===== src/rtl/stack_arbiter.sv =====
// rtl/stack_arbiter.sv - two-requester round-robin arbiter in front of an external push/pop stack
module stack_arbiter #(
   parameter int DEPTH = 32,
   parameter int DW    = 3
) (
   input  logic          clk,
   input  logic          rst,
   input  logic          req0,
   input  logic          req1,
   input  logic          op0,
   input  logic          op1,
   input  logic [DW-1:0] din0,
   input  logic [DW-1:0] din1,
   output logic          done0,
   output logic          done1,
   output logic [DW-1:0] dout0,
   output logic [DW-1:0] dout1,
   output logic          err0,
   output logic          err1,
   output logic          ready,
   output logic [5:0]    count,
   output logic          stk_push,
   output logic          stk_pop,
   output logic [DW-1:0] stk_din,
   input  logic [DW-1:0] stk_dout,
   input  logic          stk_empty
);

   typedef enum logic [2:0] {
      DRAIN  = 3'd0,
      IDLE   = 3'd1,
      ISSUE  = 3'd2,
      SETTLE = 3'd3,
      RESP   = 3'd4
   } state_t;

   localparam logic [5:0] FULL_CNT = 6'(DEPTH);

   state_t        state;
   logic          pend0, pend1;
   logic          hop0, hop1;
   logic [DW-1:0] hdin0, hdin1;
   logic          last;
   logic          win;
   logic          cur_op;

   logic          pick;
   logic          sel_op;
   logic [DW-1:0] sel_din;
   logic          sel_bad;

   // A tie goes to the requester that was not served last.
   always_comb begin
      pick = 1'b0;
      if (pend0 && pend1)
         pick = ~last;
      else if (pend1)
         pick = 1'b1;
      sel_op  = pick ? hop1 : hop0;
      sel_din = pick ? hdin1 : hdin0;
      sel_bad = sel_op ? (count == 6'd0) : (count == FULL_CNT);
   end

   assign ready = (state != DRAIN);

   always_ff @(posedge clk) begin
      if (rst) begin
         state    <= DRAIN;
         pend0    <= 1'b0;
         pend1    <= 1'b0;
         hop0     <= 1'b0;
         hop1     <= 1'b0;
         hdin0    <= '0;
         hdin1    <= '0;
         last     <= 1'b1;
         win      <= 1'b0;
         cur_op   <= 1'b0;
         count    <= 6'd0;
         done0    <= 1'b0;
         done1    <= 1'b0;
         err0     <= 1'b0;
         err1     <= 1'b0;
         dout0    <= '0;
         dout1    <= '0;
         stk_push <= 1'b0;
         stk_pop  <= 1'b0;
         stk_din  <= '0;
      end else begin
         if (req0 && !pend0) begin
            pend0 <= 1'b1;
            hop0  <= op0;
            hdin0 <= din0;
         end
         if (req1 && !pend1) begin
            pend1 <= 1'b1;
            hop1  <= op1;
            hdin1 <= din1;
         end

         case (state)
            // Stack pointer is not reset, so pop until the stack reports underflow.
            DRAIN: begin
               if (stk_empty) begin
                  state   <= IDLE;
                  stk_pop <= 1'b0;
               end else begin
                  stk_pop <= 1'b1;
               end
            end

            IDLE: begin
               if (pend0 || pend1) begin
                  win    <= pick;
                  last   <= pick;
                  cur_op <= sel_op;
                  if (pick)
                     pend1 <= 1'b0;
                  else
                     pend0 <= 1'b0;
                  if (sel_bad) begin
                     state <= RESP;
                     if (pick) begin
                        done1 <= 1'b1;
                        err1  <= 1'b1;
                        dout1 <= '0;
                     end else begin
                        done0 <= 1'b1;
                        err0  <= 1'b1;
                        dout0 <= '0;
                     end
                  end else begin
                     state <= ISSUE;
                     if (sel_op) begin
                        stk_pop <= 1'b1;
                     end else begin
                        stk_push <= 1'b1;
                        stk_din  <= sel_din;
                     end
                  end
               end
            end

            ISSUE: begin
               stk_push <= 1'b0;
               stk_pop  <= 1'b0;
               if (cur_op)
                  count <= count - 6'd1;
               else
                  count <= count + 6'd1;
               state <= SETTLE;
            end

            // stk_dout reflects the pop by now; it is captured straight into the response.
            SETTLE: begin
               state <= RESP;
               if (win) begin
                  done1 <= 1'b1;
                  err1  <= 1'b0;
                  dout1 <= cur_op ? stk_dout : '0;
               end else begin
                  done0 <= 1'b1;
                  err0  <= 1'b0;
                  dout0 <= cur_op ? stk_dout : '0;
               end
            end

            RESP: begin
               done0 <= 1'b0;
               done1 <= 1'b0;
               err0  <= 1'b0;
               err1  <= 1'b0;
               dout0 <= '0;
               dout1 <= '0;
               state <= IDLE;
            end

            default: begin
               state    <= DRAIN;
               stk_push <= 1'b0;
               stk_pop  <= 1'b0;
            end
         endcase
      end
   end

endmodule


===== config.mk =====
export PLATFORM = sky130hd
export DESIGN_NAME = stack_arbiter
export DESIGN_NICKNAME = d
export VERILOG_FILES = /design/src/rtl/stack_arbiter.sv
export SDC_FILE = /design/constraint.sdc
export NUM_CORES = 1
export LEC_CHECK = 0
export CAP_MARGIN = 20
export CORE_MARGIN = 2
export CORE_UTILIZATION = 50
export CTS_CLUSTER_DIAMETER = 30
export CTS_CLUSTER_SIZE = 24
export DETAILED_ROUTE_END_ITERATION = 16
export PLACE_DENSITY = 0.83
export SLEW_MARGIN = 20
export SYNTH_ARGS = -nofsm -noshare
export SYNTH_HDL_FRONTEND = slang
export SYNTH_SLANG_ARGS = --single-unit
export TNS_END_PERCENT = 20

===== constraint.sdc =====
create_clock -name clk -period 3.5 [get_ports clk]
set_input_delay 0.525 -clock clk [delete_from_list [all_inputs] [get_ports clk]]
set_output_delay 0.525 -clock clk [all_outputs]
set_load 0.005 [all_outputs]

==> results of run 1 <==
registers in the layout, summed over array words and instances, names as in the netlist:
signal    count
err0          1
stk_push      1
dout1         3
pend1         1
done0         1
hdin0         3
hop1          1
win           1
dout0         3
state         3
done1         1
pend0         1
hop0          1
hdin1         3
stk_din       3
cur_op        1
count         6
stk_pop       1
last          1
err1          1
where the power goes:
part           internal [W]  total [W]  switching (W)
logic             0.0000928   0.000182      0.0000893
clock network      0.000137   0.000292       0.000155
registers          0.000443   0.000470      0.0000278
layer usage:
layer / GRT usage [%] / up-vias / part of all wire [%]
met5: 0 / - / 0
met1: 25.91 / 767 / 45
met2: 33.42 / 59 / 45
li1: - / 850 / -
met4: 11.98 / 0 / 3.3
met3: 4.966 / 11 / 6.4
metrics by stage:
| stage | power, W | area, um2 |
|---|---|---|
| 2_1_floorplan | 0.0005998 | 1872 |
| 3_3_place_gp | 0.0006580 | 2256 |
| 3_5_place_dp | 0.0006601 | 2256 |
| 4_1_cts | 0.0009509 | 2342 |
| 5_1_grt | 0.001000 | 2342 |
| 6_report | 0.0009449 | 2342 |
final timing paths:
| path | endpoint | slack (ns) | depth (start not counted) |
|---|---|---|---|
| min reg2reg | dout0[2] | 0.46 | 2 |
| max reg2reg | count[5] | 1.32 | 5 |
| min | dout0[2] | 0.46 | 2 |
| max | count[5] | 1.32 | 5 |
cell usage in the layout (no fill, tap or decap), types with 2 or more instances in the layout:
| cell type | n |
|---|---|
| dfxtp_1 | 37 |
| clkdlybuf4s50_1 | 37 |
| nor2_1 | 30 |
| nand2_1 | 30 |
| mux2i_1 | 15 |
| a21oi_1 | 14 |
| nor3_1 | 9 |
| nor2b_1 | 8 |
| o21ai_0 | 6 |
| inv_1 | 5 |
| nor4_1 | 5 |
| clkbuf_8 | 5 |
| or3_1 | 4 |
| o21a_1 | 4 |
| ha_1 | 4 |
| a31oi_1 | 3 |
| a32o_1 | 3 |
| nand2b_1 | 2 |
| and2b_1 | 2 |
| a211oi_1 | 2 |
| nand3_1 | 2 |
| o31a_1 | 2 |
| clkinv_2 | 2 |
synthesized netlist by cell type, types with 2 or more instances:
master	count
o21a_1	4
a32o_1	3
nor2_1	30
ha_1	4
dfxtp_1	37
nand2b_1	2
mux2i_1	15
or3_1	4
and2b_1	2
o21ai_0	6
nor3_1	9
nand2_1	30
a31oi_1	3
inv_1	5
a21oi_1	14
o31a_1	2
nor2b_1	8
a211oi_1	2
clkbuf_1	10
nand3_1	2
nor4_1	5
final cells by class:
type | count | area [um2]
fillers | 313 | 1291
multi-input cells | 168 | 1059
flip-flops and latches | 37 | 740.7
repair buffers | 38 | 377.9
clock buffers | 5 | 68.82
well taps | 48 | 60.06
inverters | 5 | 18.77
clock inverters | 3 | 17.52
logic make-up after synthesis:
group	count (synthesis)	synth area share (%)
multiplexers	17	9.826
flip-flops	37	39.57
XOR/XNOR	1	0.8692
AO/OA/AOI/OAI	45	16.65
AND/OR/NAND/NOR	100	25.47
buffers and inverters	17	3.877
adder cells (fa/ha/maj)	5	3.743
worst min-delay path, stage by stage (launching register included):
cell	delay, ns
dfxtp_1	0.32
nand2_1	0.05
mux2i_1	0.05
==> flow_summary.ini, run 1 <==
[global_route]
antenna_found_initial = 0
grt_pass1_wl_um = 6969
overflow = 0
grt_start_max_net_pins = 33
grt_pass1_vias = 1602
grt_use_total_pct = 20.99

[logic_synthesis]
syn_area_per_cell_um2 = 8.432
async_reset_ff_share_pct = 0
netlist_instances = 222
yosys-top-cells-area = dfxtp_1, mux2i_1, nand2_1
seq_area_frac_synth_pct = 39.57
yosysTopAreaCell = dfxtp_1
synth_top_area_share_pct = 39.57
synth-edff-count = 0
synthesis.nets = 243
synth_cell_types = 46
ys_ff_latch = 37
ys.flop_type = dfxtp_1
yosys_warnings = 0
synth_area_mm2 = 0.001872

[drt]
dr.pass1.iters = 4
drt_iter0_drc = 154
routedWlPerCell_um = 12.96
vias = 1687
drt_wl_total_um = 3941
avgViaCountPerCell = 5.549
ant_nets = 0
drc_errors = 0

[cts]
postCtsSetupRepairBufs = 0
cts.sink_count = 37
cts_resized = 0
clockBufferDepth = 2
tritoncts = yes
clk_pin_slew_ns = 0.08
clock_latency_ns = 0.29
cts_max_level = 2
clockRootBuffer = clkbuf_8
hold_buffers = 0
cts_buffers = 5

[timing]
worst_slew_pin_slew_ns = 0.8563
hold_viol = 0
fmax_mhz = 459.6
period_needed_ns = 2.176
clock_skew_ns = 0.005123
grt_setup_unrepaired = false
finalSetupTns_ns = 0
worst_slack_ns = 1.324
whs_ns = 0.4626
setup_viol = 0
relSlewSlack_pct = 42.39
slew_viol_final = 0
finalCritPeriodShare_pct = 62.16

[place]
dp_hpwl_um = 2860
dp_cells = 296
pre_cts_ws_ns = 1.252
place.gp.congestion = 0.8158
portBuffers = 37

[worst_setup_path]
worstSetupEndpointType = flip-flop
path_cells = inv_1 > nor3_1 > nand4_1 > o311ai_1 > mux2_2
crit_family = simple AND/OR/NAND/NOR gates
critPathBufInv = 1
cp-startpoint = state[1]
timing.rr.start = state[1]
required_ns = 3.68
critPathArrivalTime_ns = 2.36
startpoint_type = flip-flop
cp_max_fo = 19
crit_type = flip-flop to flip-flop
slowest_stage = dfxtp_1
max_stage_delay_ns = 0.66

[floorplanning]
coreArea_mm2 = 0.003633
dieArea_mm2 = 0.004249
die_w_um = 65.19
num_rows = 22
die_h_um = 65.19
start_util_pct = 51.52
io_pins = 38

[run_status]
status = finished, final reports clean

[layout]
layout-drive-gt1-share_pct = 6.250
post-route-util_pct = 64.46
fin_nets = 276
final_cells = 304
syn2layout_area_growth_pct = 25.13
antennaDiodeCount = 0

[flow_run]
cap_violations = 0

[worst_hold_path]
hp-class = flip-flop to flip-flop
min_from = dout0[2]

[power_and_ir_drop]
cellPowerDensity_mw_per_mm2 = 403.4
leakagePower_nw = 0.8985
max-vdd-ir-drop_mv = 0.2828
Note: power is estimated with default switching activity, not from simulation.
==> run 2: changes to the inputs <==
==> constraint.sdc (replaced) <==
create_clock -name clk -period 2.3 [get_ports clk]
set_input_delay 0.345 -clock clk [delete_from_list [all_inputs] [get_ports clk]]
set_output_delay 0.345 -clock clk [all_outputs]
set_load 0.005 [all_outputs]
==> flow_summary.ini, run 2 (same netlist as run 1, synthesis figures left out) <==
[layout]
top_register = count
syn2layout_area_growth_pct = 26.54
largest_register_ffs = 6
antennaDiodeCount = 0
layout_common_cells = dfxtp_1, clkdlybuf4s50_1, nor2_1, nand2_1, mux2i_1
fin_nets = 280
fillCellCount = 320
layout-drive-gt1-share_pct = 7.308

[worst_setup_path]
startpoint_type = flip-flop
worstSetupEndpointType = flip-flop
critPathArrivalTime_ns = 2.15
reg2reg_depth = 5
worst_r2r_endpoint = dout0[1]
timing.rr.start = count[1]
cp_max_fo = 5
reg2reg_setup_slack_ns = 0.37
required_ns = 2.52
crit_type = flip-flop to flip-flop
cp-startpoint = count[1]

[global_route]
grt_pass1_wl_um = 7245
antenna_found_initial = 0
grt_use_total_pct = 21.95
overflow = 0
grt_start_max_net_pins = 28
grt_pass1_vias = 1603

[power_and_ir_drop]
totalPowerFinal_w = 0.001434
max-vdd-ir-drop_mv = 0.2989
leakagePower_nw = 0.9212
cellPowerDensity_mw_per_mm2 = 605.2

[timing]
slew_viol_final = 0
hold_viol = 0
finalSetupTns_ns = 0
fmax_mhz = 518.4
clock_skew_ns = 0.001673
relSlewSlack_pct = 59.02
period_needed_ns = 1.929
setup_viol = 0
worst_slack_ns = 0.3710
grt_setup_unrepaired = false
worst_slew_pin_slew_ns = 0.6092
finalCritPeriodShare_pct = 83.87

[cts]
clockBufferDepth = 2
cts_buffers = 5
cts_resized = 0
clockRootBuffer = clkbuf_8
cts_max_level = 2
postCtsSetupRepairBufs = 0
hold_buffers = 0
clk_pin_slew_ns = 0.07
clock_latency_ns = 0.29
tritoncts = yes
cts.sink_count = 37

[place]
portBuffers = 37
pre_cts_ws_ns = 0.4078
dp_hpwl_um = 3064
place.gp.congestion = 0.8862

[drt]
drt_iter0_drc = 77
ant_nets = 0
dr.pass1.iters = 4
drt_wl_total_um = 4042
avgViaCountPerCell = 5.399
drc_errors = 0
routedWlPerCell_um = 13.12
vias = 1663

[worst_hold_path]
hold_depth = 2
min_from = dout0[2]
hp-class = flip-flop to flip-flop
hold_end = dout0[2]

[floorplanning]
start_util_pct = 51.52
dieArea_mm2 = 0.004249
coreArea_mm2 = 0.003633
die_h_um = 65.19
num_rows = 22
io_pins = 38
die_w_um = 65.19

[run_status]
status = finished, final reports clean

[flow_run]
cap_violations = 0
[run 2: cell count changes in the layout (fill, tap and decap cells not counted)]
cell,before,now
clkbuf_1,0,1
buf_4,1,5
clkinvlp_4,1,0
[run 2: how the worst max path moves through the flow]
stage                     endpoint  slack, ns  depth (start not counted)
after CTS                    ready       0.39                          2
after global routing      dout0[1]       0.19                          5
after global placement    count[5]       0.40                          5
final                     dout0[1]       0.37                          5
after detailed placement  count[5]       0.41                          5
after floorplan           count[5]       0.57                          6
[run 2: worst max-delay path, stage by stage (launching register included)]
cell,delay (ns)
dfxtp_1,0.35
nor4_1,0.45
nand2_1,0.19
a221oi_1,0.32
o21a_1,0.33
mux2i_1,0.22
[run 2: power breakdown]
part,internal (W),switching [W]
combinational,0.000145,0.000139
sequential,0.000674,0.0000398
clock,0.000210,0.000226
total,0.00103,0.000405
[run 2: layer usage]
metal	global-route usage [%]	part of all wire, %	up-vias
met2	36.22	46	40
met3	5.137	4.0	7
met5	0	0	-
met1	27.59	48	759
met4	8.854	1.9	0
li1	-	-	857
[run 2: stage by stage]
| stage | instance area (um2) | std cells | hold slack, ns | utilization, % |
|---|---|---|---|---|
| floorplan | 1872 | 222 | 0.4511 | - |
| global placement | 2286 | 300 | 0.4427 | 62.91 |
| detailed placement | 2286 | 300 | 0.4519 | 62.91 |
| CTS | 2369 | 308 | 0.4619 | 65.19 |
| global route | 2369 | 308 | 0.4795 | 65.19 |
| finish | 2369 | 308 | 0.4572 | 65.19 |
[run 2: final cells by class]
| cell class | instances | area, um2 | share of cell area, % |
|---|---|---|---|
| multi-input cells | 168 | 1059 | 44.69 |
| flip-flops and latches | 37 | 740.7 | 31.27 |
| repair buffers | 42 | 407.9 | 17.22 |
| clock buffers | 6 | 72.57 | 3.064 |
| well taps | 48 | 60.06 | 2.536 |
| inverters | 5 | 18.77 | 0.7924 |
| clock inverters | 2 | 10.01 | 0.4226 |
==> run 3: changes to the inputs <==
--- a/config.mk
+++ b/config.mk
@@ -7,11 +7,11 @@
 export LEC_CHECK = 0
 export CAP_MARGIN = 20
 export CORE_MARGIN = 2
-export CORE_UTILIZATION = 50
+export CORE_UTILIZATION = 46
 export CTS_CLUSTER_DIAMETER = 30
 export CTS_CLUSTER_SIZE = 24
 export DETAILED_ROUTE_END_ITERATION = 16
-export PLACE_DENSITY = 0.83
+export PLACE_DENSITY = 0.81
 export SLEW_MARGIN = 20
 export SYNTH_ARGS = -nofsm -noshare
 export SYNTH_HDL_FRONTEND = slang
==> constraint.sdc (replaced) <==
create_clock -name clk -period 1.76 [get_ports clk]
set_input_delay 0.264 -clock clk [delete_from_list [all_inputs] [get_ports clk]]
set_output_delay 0.264 -clock clk [all_outputs]
set_load 0.005 [all_outputs]
==> flow_summary.ini, run 3 (same netlist as run 1, synthesis figures left out) <==
[run_status]
status = finished, final reports clean

[place]
place.gp.congestion = 0.9154
portBuffers = 37
pre_cts_ws_ns = -0.1286
dp_hpwl_um = 3432

[floorplanning]
io_pins = 38
start_util_pct = 47.13
num_rows = 23
die_w_um = 67.79
die_h_um = 67.79
coreArea_mm2 = 0.003971
dieArea_mm2 = 0.004595

[worst_setup_path]
crit_type = flip-flop to flip-flop
required_ns = 1.95
reg2reg_depth = 5
startpoint_type = flip-flop
cp_max_fo = 7
worstSetupEndpointType = flip-flop
critPathArrivalTime_ns = 1.91

[global_route]
antenna_found_initial = 0
grt_use_total_pct = 22.26
grt_start_max_net_pins = 13
grt_pass1_vias = 1690
overflow = 0
grt_pass1_wl_um = 7596

[cts]
tritoncts = yes
cts_buffers = 5
clockRootBuffer = clkbuf_8
postCtsSetupRepairBufs = 0
clock_latency_ns = 0.30
hold_buffers = 0
clk_pin_slew_ns = 0.08
cts.sink_count = 37
clockBufferDepth = 2
cts_max_level = 2

[layout]
syn2layout_area_growth_pct = 37.10
layout_commonest_cell = clkdlybuf4s50_1
post-route-util_pct = 64.62
fin_nets = 297
top_register = count
antennaDiodeCount = 0
layout_common_cells = clkdlybuf4s50_1, dfxtp_1, nor2_1, nand2_1, buf_4
layout-drive-gt1-share_pct = 19.49
largest_register_ffs = 6

[power_and_ir_drop]
pwr-share-seq_pct = 47.0
combPwrFrac_pct = 23.2
switching_share_pct = 29.40
p_switching_w = 0.0005806
leakagePower_nw = 1.021
power.share.clock_pct = 29.9
internal_power_w = 0.001394
max-vdd-ir-drop_mv = 0.6626
totalPowerFinal_w = 0.001975
cellPowerDensity_mw_per_mm2 = 769.6

[timing]
fmax_mhz = 580.8
grt_setup_unrepaired = true
setup_viol = 0
finalCritPeriodShare_pct = 97.82
period_needed_ns = 1.722
slew_viol_final = 0
worst_slew_pin_slew_ns = 0.4292
worst_slack_ns = 0.03830
hold_viol = 0
relSlewSlack_pct = 71.28
whs_ns = 0.4587
clock_skew_ns = 0.005659

[drt]
avgViaCountPerCell = 5.398
drc_errors = 0
drt_wl_total_um = 4585
vias = 1765
ant_nets = 0
dr.pass1.iters = 4
drt_iter0_drc = 159
routedWlPerCell_um = 14.02

[worst_hold_path]
hp-class = flip-flop to flip-flop
hold_depth = 2

[flow_run]
cap_violations = 0
run 3: repair_timing:
action | CTS | global route
pin swaps | 1 | 0
resized for setup | 6 | 13
endpoints found under the setup margin | 6 | 13
run 3: layout make-up:
| cell class | instances | area, um2 |
|---|---|---|
| Fill cell | 352 | 1405 |
| Clock inverter | 3 | 17.52 |
| Multi-Input combinational cell | 168 | 1104 |
| Inverter | 5 | 18.77 |
| Clock buffer | 5 | 68.82 |
| Tap cell | 50 | 62.56 |
| Sequential cell | 37 | 748.2 |
| Timing Repair Buffer | 59 | 546.8 |
run 3: per-stage QoR:
step	TNS, ns	std cells	instance area [um2]
floorplan	0	222	1872
global placement	-0.05687	319	2429
detailed placement	-0.1386	319	2429
CTS	-0.001373	327	2519
global route	-0.07965	327	2566
finish	0	327	2566
run 3: power groups by stage:
stage	combinational (W)	sequential, W	clock (W)
final	0.000457	0.000927	0.000590
after CTS	0.000444	0.000925	0.000610
after floorplan	0.000260	0.000933	0
after global routing	0.000506	0.000933	0.000643
after global placement	0.000433	0.000941	0
after detailed placement	0.000444	0.000943	0
run 3: worst paths after layout:
| path | start | end | slack, ns |
|---|---|---|---|
| worst max register to register | cur_op | count[5] | 0.04 |
| worst min-delay path | dout0[0] | dout0[0] | 0.46 |
| worst min register to register | dout0[0] | dout0[0] | 0.46 |
| worst max-delay path | cur_op | count[5] | 0.04 |
run 3: metal layers:
layer  GRT usage, %  up-vias  part of all wire [%]
li1               -      887                     -
met1          27.59      812                    44
met2          36.76       61                    48
met3          6.333        5                   7.0
met4          8.000        0                   1.4
met5              0        -                     0
run 3: critical path, stage by stage (launching register included):
cell and delay (ns):
dfxtp_2 0.40, ha_1 0.25, a21oi_1 0.25, o21ai_2 0.14
o311ai_2 0.23, mux2_2 0.36
